===== src/rtl/ace_ccu_snoop_arbiter_pkg.sv =====
// ace_ccu_snoop_arbiter_pkg: shared types for the snoop issue arbiter
package ace_ccu_snoop_arbiter_pkg;
  typedef enum logic {ST_IDLE, ST_OFFER} arb_state_e;
endpackage


===== src/rtl/ace_ccu_rr_pick.sv =====
// ace_ccu_rr_pick: combinational round-robin first-one finder starting at a pointer
module ace_ccu_rr_pick #(
  parameter int N = 4,
  parameter int W = $clog2(N)
) (
  input  logic [N-1:0] mask_i,
  input  logic [W-1:0] ptr_i,
  output logic [N-1:0] onehot_o,
  output logic [W-1:0] idx_o,
  output logic         found_o
);
  always_comb begin
    idx_o = '0;
    found_o = 1'b0;
    onehot_o = '0;
    for (int k = N - 1; k >= 0; k--) begin
      if (mask_i[(int'(ptr_i) + k) % N]) begin
        idx_o = W'((int'(ptr_i) + k) % N);
        found_o = 1'b1;
      end
    end
    if (found_o) onehot_o[idx_o] = 1'b1;
  end
endmodule


===== src/rtl/ace_ccu_snoop_arbiter.sv =====
// ace_ccu_snoop_arbiter: line-conflict-aware round-robin snoop issue arbiter with slot tracking
module ace_ccu_snoop_arbiter
  import ace_ccu_snoop_arbiter_pkg::*;
#(
  parameter int NoReq          = 4,
  parameter int CmAddrWidth    = 8,
  parameter int MaxOutstanding = 4,
  parameter int IdxWidth       = $clog2(NoReq),
  parameter int SlotWidth      = $clog2(MaxOutstanding),
  parameter int CntWidth       = $clog2(MaxOutstanding + 1)
) (
  input  logic                         clk_i,
  input  logic                         rst_i,
  input  logic [NoReq-1:0]             req_valid_i,
  input  logic [NoReq*CmAddrWidth-1:0] req_addr_i,
  output logic [NoReq-1:0]             req_ready_o,
  input  logic                         cm_stall_i,
  output logic                         grant_valid_o,
  input  logic                         grant_ready_i,
  output logic [IdxWidth-1:0]          grant_idx_o,
  output logic [CmAddrWidth-1:0]       grant_addr_o,
  output logic [SlotWidth-1:0]         grant_slot_o,
  input  logic                         done_valid_i,
  input  logic [SlotWidth-1:0]         done_slot_i,
  output logic [CntWidth-1:0]          busy_o,
  output logic                         err_o
);
  typedef logic [CmAddrWidth-1:0] line_idx_t;
  typedef logic [SlotWidth-1:0] slot_t;
  typedef struct packed {
    logic      valid;
    line_idx_t addr;
  } entry_t;
  arb_state_e state_q, state_d;
  entry_t [MaxOutstanding-1:0] tbl_q, tbl_d;
  logic [IdxWidth-1:0] rr_ptr_q, rr_ptr_d, idx_q, idx_d, win_idx;
  line_idx_t addr_q, addr_d, win_addr;
  slot_t slot_q, slot_d, free_slot;
  logic [CntWidth-1:0] busy_q, busy_d;
  logic err_q, err_d;
  logic [NoReq-1:0] hit, eligible;
  logic can_capture, capture, release_ok;
  always_comb begin
    hit = '0;
    free_slot = '0;
    for (int i = 0; i < NoReq; i++)
      for (int e = 0; e < MaxOutstanding; e++)
        hit[i] = hit[i] | (tbl_q[e].valid && tbl_q[e].addr == req_addr_i[i*CmAddrWidth +: CmAddrWidth]);
    for (int e = MaxOutstanding - 1; e >= 0; e--)
      free_slot = tbl_q[e].valid ? free_slot : slot_t'(e);
    can_capture = !cm_stall_i && busy_q != CntWidth'(MaxOutstanding) && (state_q == ST_IDLE || grant_ready_i);
    eligible = req_valid_i & ~hit & {NoReq{can_capture}};
  end
  ace_ccu_rr_pick #(.N(NoReq), .W(IdxWidth)) u_pick (
    .mask_i  (eligible),
    .ptr_i   (rr_ptr_q),
    .onehot_o(req_ready_o),
    .idx_o   (win_idx),
    .found_o (capture)
  );
  always_comb begin
    win_addr = req_addr_i[win_idx*CmAddrWidth +: CmAddrWidth];
    release_ok = done_valid_i && tbl_q[done_slot_i].valid;
    err_d = done_valid_i && !tbl_q[done_slot_i].valid;
    tbl_d = tbl_q;
    if (release_ok) tbl_d[done_slot_i].valid = 1'b0;
    if (capture) tbl_d[free_slot] = '{valid: 1'b1, addr: win_addr};
    busy_d = busy_q + CntWidth'(capture) - CntWidth'(release_ok);
    state_d = capture ? ST_OFFER : (grant_ready_i ? ST_IDLE : state_q);
    rr_ptr_d = capture ? (win_idx == IdxWidth'(NoReq - 1) ? '0 : win_idx + 1'b1) : rr_ptr_q;
    idx_d = capture ? win_idx : idx_q;
    addr_d = capture ? win_addr : addr_q;
    slot_d = capture ? free_slot : slot_q;
  end
  always_ff @(posedge clk_i) begin
    if (rst_i) begin
      state_q <= ST_IDLE;
      tbl_q <= '0;
      rr_ptr_q <= '0;
      idx_q <= '0;
      addr_q <= '0;
      slot_q <= '0;
      busy_q <= '0;
      err_q <= 1'b0;
    end else begin
      state_q <= state_d;
      tbl_q <= tbl_d;
      rr_ptr_q <= rr_ptr_d;
      idx_q <= idx_d;
      addr_q <= addr_d;
      slot_q <= slot_d;
      busy_q <= busy_d;
      err_q <= err_d;
    end
  end
  assign grant_valid_o = state_q == ST_OFFER;
  assign grant_idx_o = idx_q;
  assign grant_addr_o = addr_q;
  assign grant_slot_o = slot_q;
  assign busy_o = busy_q;
  assign err_o = err_q;
endmodule


===== config.mk =====
export PLATFORM = sky130hd
export DESIGN_NAME = ace_ccu_snoop_arbiter
export DESIGN_NICKNAME = d
export VERILOG_FILES = /design/src/rtl/ace_ccu_snoop_arbiter_pkg.sv /design/src/rtl/ace_ccu_rr_pick.sv /design/src/rtl/ace_ccu_snoop_arbiter.sv
export SDC_FILE = /design/constraint.sdc
export NUM_CORES = 1
export LEC_CHECK = 0
export BUFFER_PORTS_ARGS = -buffer_cell sky130_fd_sc_hd__buf_2
export CORE_MARGIN = 2
export CORE_UTILIZATION = 41
export DETAILED_ROUTE_END_ITERATION = 8
export SYNTH_ARGS = -nofsm -noshare
export SYNTH_HDL_FRONTEND = slang
export SYNTH_SLANG_ARGS = --single-unit

===== constraint.sdc =====
create_clock -name clk_i -period 5.5 [get_ports clk_i]
set_input_delay 0.275 -clock clk_i [delete_from_list [all_inputs] [get_ports clk_i]]
set_output_delay 0.275 -clock clk_i [all_outputs]
set_load 0.02 [all_outputs]

Word level (Yosys, flattened, before mapping):

Cells that the tools add are included.

* reductions and logical operators: 30
* shift operators: 1
* bitwise gates (word level): 19
* add/sub/neg operators: 6
* mux-type cells: 39
* equality and inequality tests: 18
* $lt $le $gt $ge: 10

Operator list (count)
* 8-bit == test: 16
* 36-bit bitwise mux: 2
* 36-bit 2-to-1 mux: 2
* 9-bit demux with 2-bit select: 2
* 32-bit by 6-bit indexed part select with 8-bit output: 1
* 9-bit 2-to-1 mux: 3
* 1-bit logical AND: 23
* 9-bit binary-select mux with 2-bit select: 1
* 2-bit 2-to-1 mux: 9
* 1-bit 2-to-1 mux: 14
* 2-bit by 3-bit < comparator with 1-bit output, second input constant: 4
* 3-bit by 4-bit < comparator with 1-bit output, second input constant: 3
* 1-bit bitwise OR: 12
* 4-bit bitwise AND: 2
* 1-bit binary-select mux with 2-bit select: 4
* 2-bit by 1-bit greater-or-equal comparator with 1-bit output, second input constant: 3
* 2-bit OR reduction: 3
* 2-bit by 1-bit adder with 2-bit output, second input constant: 2
* 2-bit adder, second input constant: 2
* 4-bit 2-to-1 mux: 1
* 4-bit inverter: 1
* 3-bit by 1-bit adder with 3-bit output: 1
* 1-bit bitwise AND, first input constant: 3
* 3-bit != test, second input constant: 1
* 7 further kinds: 8

* bits in registers: 55
* word-level logic and storage cells: 138

Depth between registers and ports, before layout:

* depth in word-level cells: 20
* depth in mapped cells: 15

Modules after synthesis:

A second synthesis with hierarchy kept.

* cell total of the unflattened synthesis: 513
* area total of the unflattened synthesis: 4316.6 um^2

Modules (own cells, without submodules)
* ace_ccu_snoop_arbiter: cells an instance 485, instances 1, area an instance 4140.2 um^2, seq. area each 1101.1 um^2
* ace_ccu_rr_pick: cells an instance 28, instances 1, area an instance 176.4 um^2, seq. area each 0.0 um^2

Least setup slack after synthesis:

No wires, ideal clock.

* path kind: register -> register
* from: reg tbl_q[4] (netlist bit)
* to: reg busy_q[2], in the netlist busy_o[2]
* arrival time: 3.141 ns
* slack: 2.231 ns
* stages on the path, launching flop included: 16
* setup time: 0.128 ns
* clock period less this slack: 3.269 ns
* data required time: 5.372 ns
* cells stage by stage: dfxtp_1 > buf_2 > xor2_1 > nor4_2 > nand4_1 > o311a_1 > and4_4 > a2111oi_4 > buf_2 > ha_1 > inv_1 > ha_1 > fa_1 > xnor2_1 > xnor2_1 > nor2_1

* longest elaborated chain between the ends: 17
* elaborated cells between the ends (all ways): 40
* classes of those cells: add/sub (2); eq/ne (4); mux (15); bitwise (15); reduce/logical (4)

Ends and longest elaborated chain
* from (decl): RTL line ace_ccu_snoop_arbiter.sv:35 `entry_t [MaxOutstanding-1:0] tbl_q, tbl_d;`
* from (signal assigned): RTL line ace_ccu_snoop_arbiter.sv:87 `tbl_q <= tbl_d;`
* 8-bit == test: RTL line ace_ccu_snoop_arbiter.sv:48 `hit[i] = hit[i] | (tbl_q[e].valid && tbl_q[e].addr == req_addr_i[i*CmAddrWidth +: CmAddrWidth]);`
* 1-bit logical AND: RTL line ace_ccu_snoop_arbiter.sv:48
* 1-bit bitwise OR (3 in a row): RTL line ace_ccu_snoop_arbiter.sv:48
* 4-bit inverter (*): RTL line ace_ccu_snoop_arbiter.sv:52 `eligible = req_valid_i & ~hit & {NoReq{can_capture}};`
* 4-bit bitwise AND (*) (2 in a row): RTL line ace_ccu_snoop_arbiter.sv:52
* 1-bit binary-select mux with 2-bit select: RTL line ace_ccu_rr_pick.sv:17 `if (mask_i[(int'(ptr_i) + k) % N]) begin`
* 1-bit 2-to-1 mux (not written as such) (2 in a row): RTL line ace_ccu_rr_pick.sv:17
* 1-bit 2-to-1 mux (3 in a row): RTL line ace_ccu_rr_pick.sv:17
* 1-bit 2-to-1 mux (*): RTL line ace_ccu_rr_pick.sv:17
* 3-bit by 1-bit adder with 3-bit output (*): RTL line ace_ccu_snoop_arbiter.sv:68 `busy_d = busy_q + CntWidth'(capture) - CntWidth'(release_ok);`
* 3-bit by 1-bit subtractor with 3-bit output (*): RTL line ace_ccu_snoop_arbiter.sv:68
* to (signal assigned): RTL line ace_ccu_snoop_arbiter.sv:92 `busy_q <= busy_d;`
* to (decl): RTL line ace_ccu_snoop_arbiter.sv:39 `logic [CntWidth-1:0] busy_q, busy_d;`

Every way passes the cells marked *; elsewhere a longest branch is shown, timed or not. The select of a mux whose other input is x is not followed.
A chain may end at the register's enable or synchronous reset.

Worst setup path after layout:

* from: reg tbl_q[31] (netlist bit)
* to: out req_ready_o[2]

* longest elaborated chain between the ends: 18
* elaborated cells between the ends (all ways): 40
* classes of those cells: order compare (2); eq/ne (4); mux (22); bitwise (7); reduce/logical (5)

Ends and longest elaborated chain
* 8-bit == test: RTL line ace_ccu_snoop_arbiter.sv:48
* 1-bit logical AND: RTL line ace_ccu_snoop_arbiter.sv:48
* 1-bit bitwise OR: RTL line ace_ccu_snoop_arbiter.sv:48
* 4-bit inverter (*): RTL line ace_ccu_snoop_arbiter.sv:52
* 4-bit bitwise AND (*) (2 in a row): RTL line ace_ccu_snoop_arbiter.sv:52
* 1-bit binary-select mux with 2-bit select: RTL line ace_ccu_rr_pick.sv:17
* 1-bit 2-to-1 mux (not written as such) (2 in a row): RTL line ace_ccu_rr_pick.sv:17
* 2-bit 2-to-1 mux (4 in a row): RTL line ace_ccu_rr_pick.sv:17
* 2-bit by 3-bit < comparator with 1-bit output (not written as such) / 2-bit by 1-bit greater-or-equal comparator with 1-bit output (equally long branches): RTL line ace_ccu_rr_pick.sv:22 `if (found_o) onehot_o[idx_o] = 1'b1;`
* 1-bit logical AND (not written as such): RTL line ace_ccu_rr_pick.sv:22
* 1-bit 2-to-1 mux (not written as such): RTL line ace_ccu_rr_pick.sv:22
* 1-bit demux with 2-bit select
* 4-bit 2-to-1 mux (*): RTL line ace_ccu_rr_pick.sv:22
* to (decl): RTL line ace_ccu_snoop_arbiter.sv:16 `output logic [NoReq-1:0] req_ready_o,`

Marked as above.

==> flow_summary.yaml <==
floorplan:
  initial_core_util: 0.4169
  die_y_um: 108.8
  dieArea_sq_um: 11830
  num_rows: 38
  die_x_um: 108.8
  ios: 64
  core_area_sq_um: 10790
run_status:
  status: "completed"
drt:
  first_pass_iters: 5
  viasPerCell: 5.763
  drtAntennaViolNets: 0
  vias: 3688
  finalWirelength_um: 13180
  post_drt_wl_per_cell_um: 20.59
  drtIter0Drc: 310
  drc: 0
clock_tree:
  numCtsBuffers: 5
  cts_htree_levels: 2
  post-cts-setup-buffers: 0
  clockBufferDepth: 2
  cts.repair.resized: 0
  cts-root-buf: "clkbuf_8"
  clock-sinks: 55
  clk_pin_slew_worst_paths_ns: 0.10
  cts_tree: "yes"
  holdBufCountCts: 0
  clk_latency_ns: 0.33
yosys:
  synth_fp_nets: 563
  synth_area_per_cell_sq_um: 8.771
  ys.flop_type: "dfxtp_1"
  synth.most_common_cell: "xnor2_1"
  synth_edf_count: 0
  synthArstFlopShare: 0
  yosysSeqAreaShare: 0.2447
  synth_cell_types: 52
  synth_common_cells: "xnor2_1, buf_2, dfxtp_1, xor2_1, nand3_1"
  synth_top_area_cell: "dfxtp_1"
  ys_ff_latch: 55
  netlist.area_leader.share: 0.2447
  syn_inst: 513
  syn_area_sq_um: 4499
  netlist_top_cells_area: "dfxtp_1, xnor2_1, xor2_1, o221ai_1, buf_2"
  synth_warnings: 0
grt:
  grt_max_degree: 37
  grt_usage: 0.2314
  grt_remaining_overflow: 0
  antenna_found_initial: 0
  grt_pass1_wl_um: 20560
  grt_pass1_vias: 3673
hold_path:
  hp-start: "done_valid_i"
  hold_path_depth: 2
  min_path_type: "primary input to flip-flop"
  hold_end: "err_o"
timing:
  rsz0062_at_grt: "false"
  fin_crit_ns: 3.949
  finalSetupViolCount: 0
  max_freq_ghz: 0.2532
  clock_skew_ns: 0.01038
  worstMarginPinSlew_ns: 1.145
  timing.final.crit_share: 0.7180
  setup_tns_ns: 0
  relSlewSlack: 0.2356
  hold_viol: 0
  drv_slew: 0
pwr:
  switching_share: 0.4128
  p_leak_uw: 0.001706
  power_density_nw_per_um2: 301.0
  power_switching_uw: 578.1
  p_comb_frac: 0.415
  p_int_uw: 822.1
  peakVddDrop_v: 0.0001267
  p_seq_frac: 0.400
  p_clk_frac: 0.185
critical_path:
  reg2reg_slack_ns: 1.92
  worstReg2RegStart: "tbl_q[5]"
  critPathArrivalTime_ns: 3.67
  cp_max_fo: 15
  worstPathRequired_ns: 5.22
  crit_path_end_kind: "output port"
  crit_type: "flip-flop to output port"
  start_kind: "flip-flop"
  r2r_end: "busy_o[2]"
  r2r_cells: 14
layout:
  seq_area_sq_um: 1101
  n_antenna_cell: 0
  nFillCells: 1071
  fin_nets: 549
  final_cell_area_sq_um: 4652
  syn2layout_area_growth_pct: 3.393
  final_util: 0.4310
  drive_gt1_frac: 0.1900
  multiInputGateArea_sq_um: 2909
place:
  placed_area_sq_um: 4552
  place.gp.congestion: 1.007
  io_buffers: 63
  dp_hpwl_um: 10270
flow_run:
  cap_violations: 0
==> worst max path at each step <==
stage / start / end / slack (ns) / cells after the start
after floorplan: tbl_q[4] / busy_o[2] / 2.23 / 15
after global placement: tbl_q[5] / busy_o[2] / 2.00 / 14
after detailed placement: req_addr_i[0] / req_ready_o[2] / 1.96 / 12
after CTS: tbl_q[18] / req_ready_o[2] / 1.61 / 11
after global routing: tbl_q[0] / req_ready_o[2] / 1.34 / 11
final: tbl_q[31] / req_ready_o[2] / 1.55 / 11
==> metal layers <==
layer,up-vias,global-route usage,routed length (um)
li1,1749,-,-
met1,1753,0.3086,5768
met2,150,0.3754,6137
met3,36,0.02271,730
met4,0,0.1099,541
met5,-,0,0
==> area by class of cell <==
cell class,count,area share
Sequential cell,55,0.2367
Timing Repair Buffer,65,0.07101
Multi-Input combinational cell,363,0.6253
Clock buffer,8,0.02152
Inverter,9,0.007800
Tap cell,140,0.03765
==> critical path, cell delays in order (launching register included) <==
cell and delay (ns):
dfxtp_1 0.57, xnor2_1 0.12, nand3_1 0.11, nor3_1 0.06, nor3_1 0.40, and4_1 0.36, a21oi_1 0.07, a211oi_2 0.94
inv_1 0.17, ha_1 0.26, nor2b_1 0.13, buf_2 0.17
==> flip-flops by register name, indices dropped and copies added, names as in the netlist <==
register / cells
tbl_q: 36
grant_addr_o: 8
busy_o: 3
grant_idx_o: 2
grant_slot_o: 2
rr_ptr_q: 2
err_o: 1
grant_valid_o: 1
==> power groups by stage <==
stage               logic [uW]  registers [uW]  clock network (uW)
finish                     581             560                 259
global route               634             571                 275
CTS                        582             557                 257
detailed placement         580             566                   0
global placement           573             563                   0
floorplan                  487             531                   0
==> through the flow <==
stage | hold slack, ns | total power (uW) | std cells | setup WS [ns]
after floorplan | 0.4388 | 1018 | 513 | 2.231
after global placement | 0.4396 | 1136 | 632 | 2.002
after detailed placement | 0.4462 | 1146 | 632 | 1.958
after CTS | 0.2257 | 1396 | 640 | 1.614
after global routing | 0.2318 | 1480 | 640 | 1.345
final | 0.2337 | 1400 | 640 | 1.551
==> cell families after synthesis <==
family	share of synthesized area
muxes	0.07036
and+or+nand+nor	0.1813
adders and majority gates	0.02113
buffers and inverters	0.1098
AOI/OAI and AO/OA	0.1196
xor gates and xnor gates	0.2531
DFF	0.2447
==> layout by cell type, fill, tap and decap left out, types with 3 or more instances in the layout <==
| cell | instances |
|---|---|
| mux2i_4 | 8 |
| nor3_1 | 13 |
| nor2_1 | 5 |
| o221ai_1 | 40 |
| xor2_1 | 47 |
| buf_2 | 63 |
| a21oi_1 | 10 |
| or3_1 | 9 |
| nand3_1 | 43 |
| nor2b_1 | 6 |
| dfxtp_1 | 55 |
| xnor2_1 | 83 |
| nor4_1 | 8 |
| nand2_1 | 22 |
| mux2i_1 | 10 |
| nand2b_1 | 3 |
| ha_1 | 6 |
| nand4_1 | 17 |
| clkbuf_8 | 7 |
| o21ai_0 | 4 |
| inv_1 | 8 |
(Power assumes the default switching activity.)
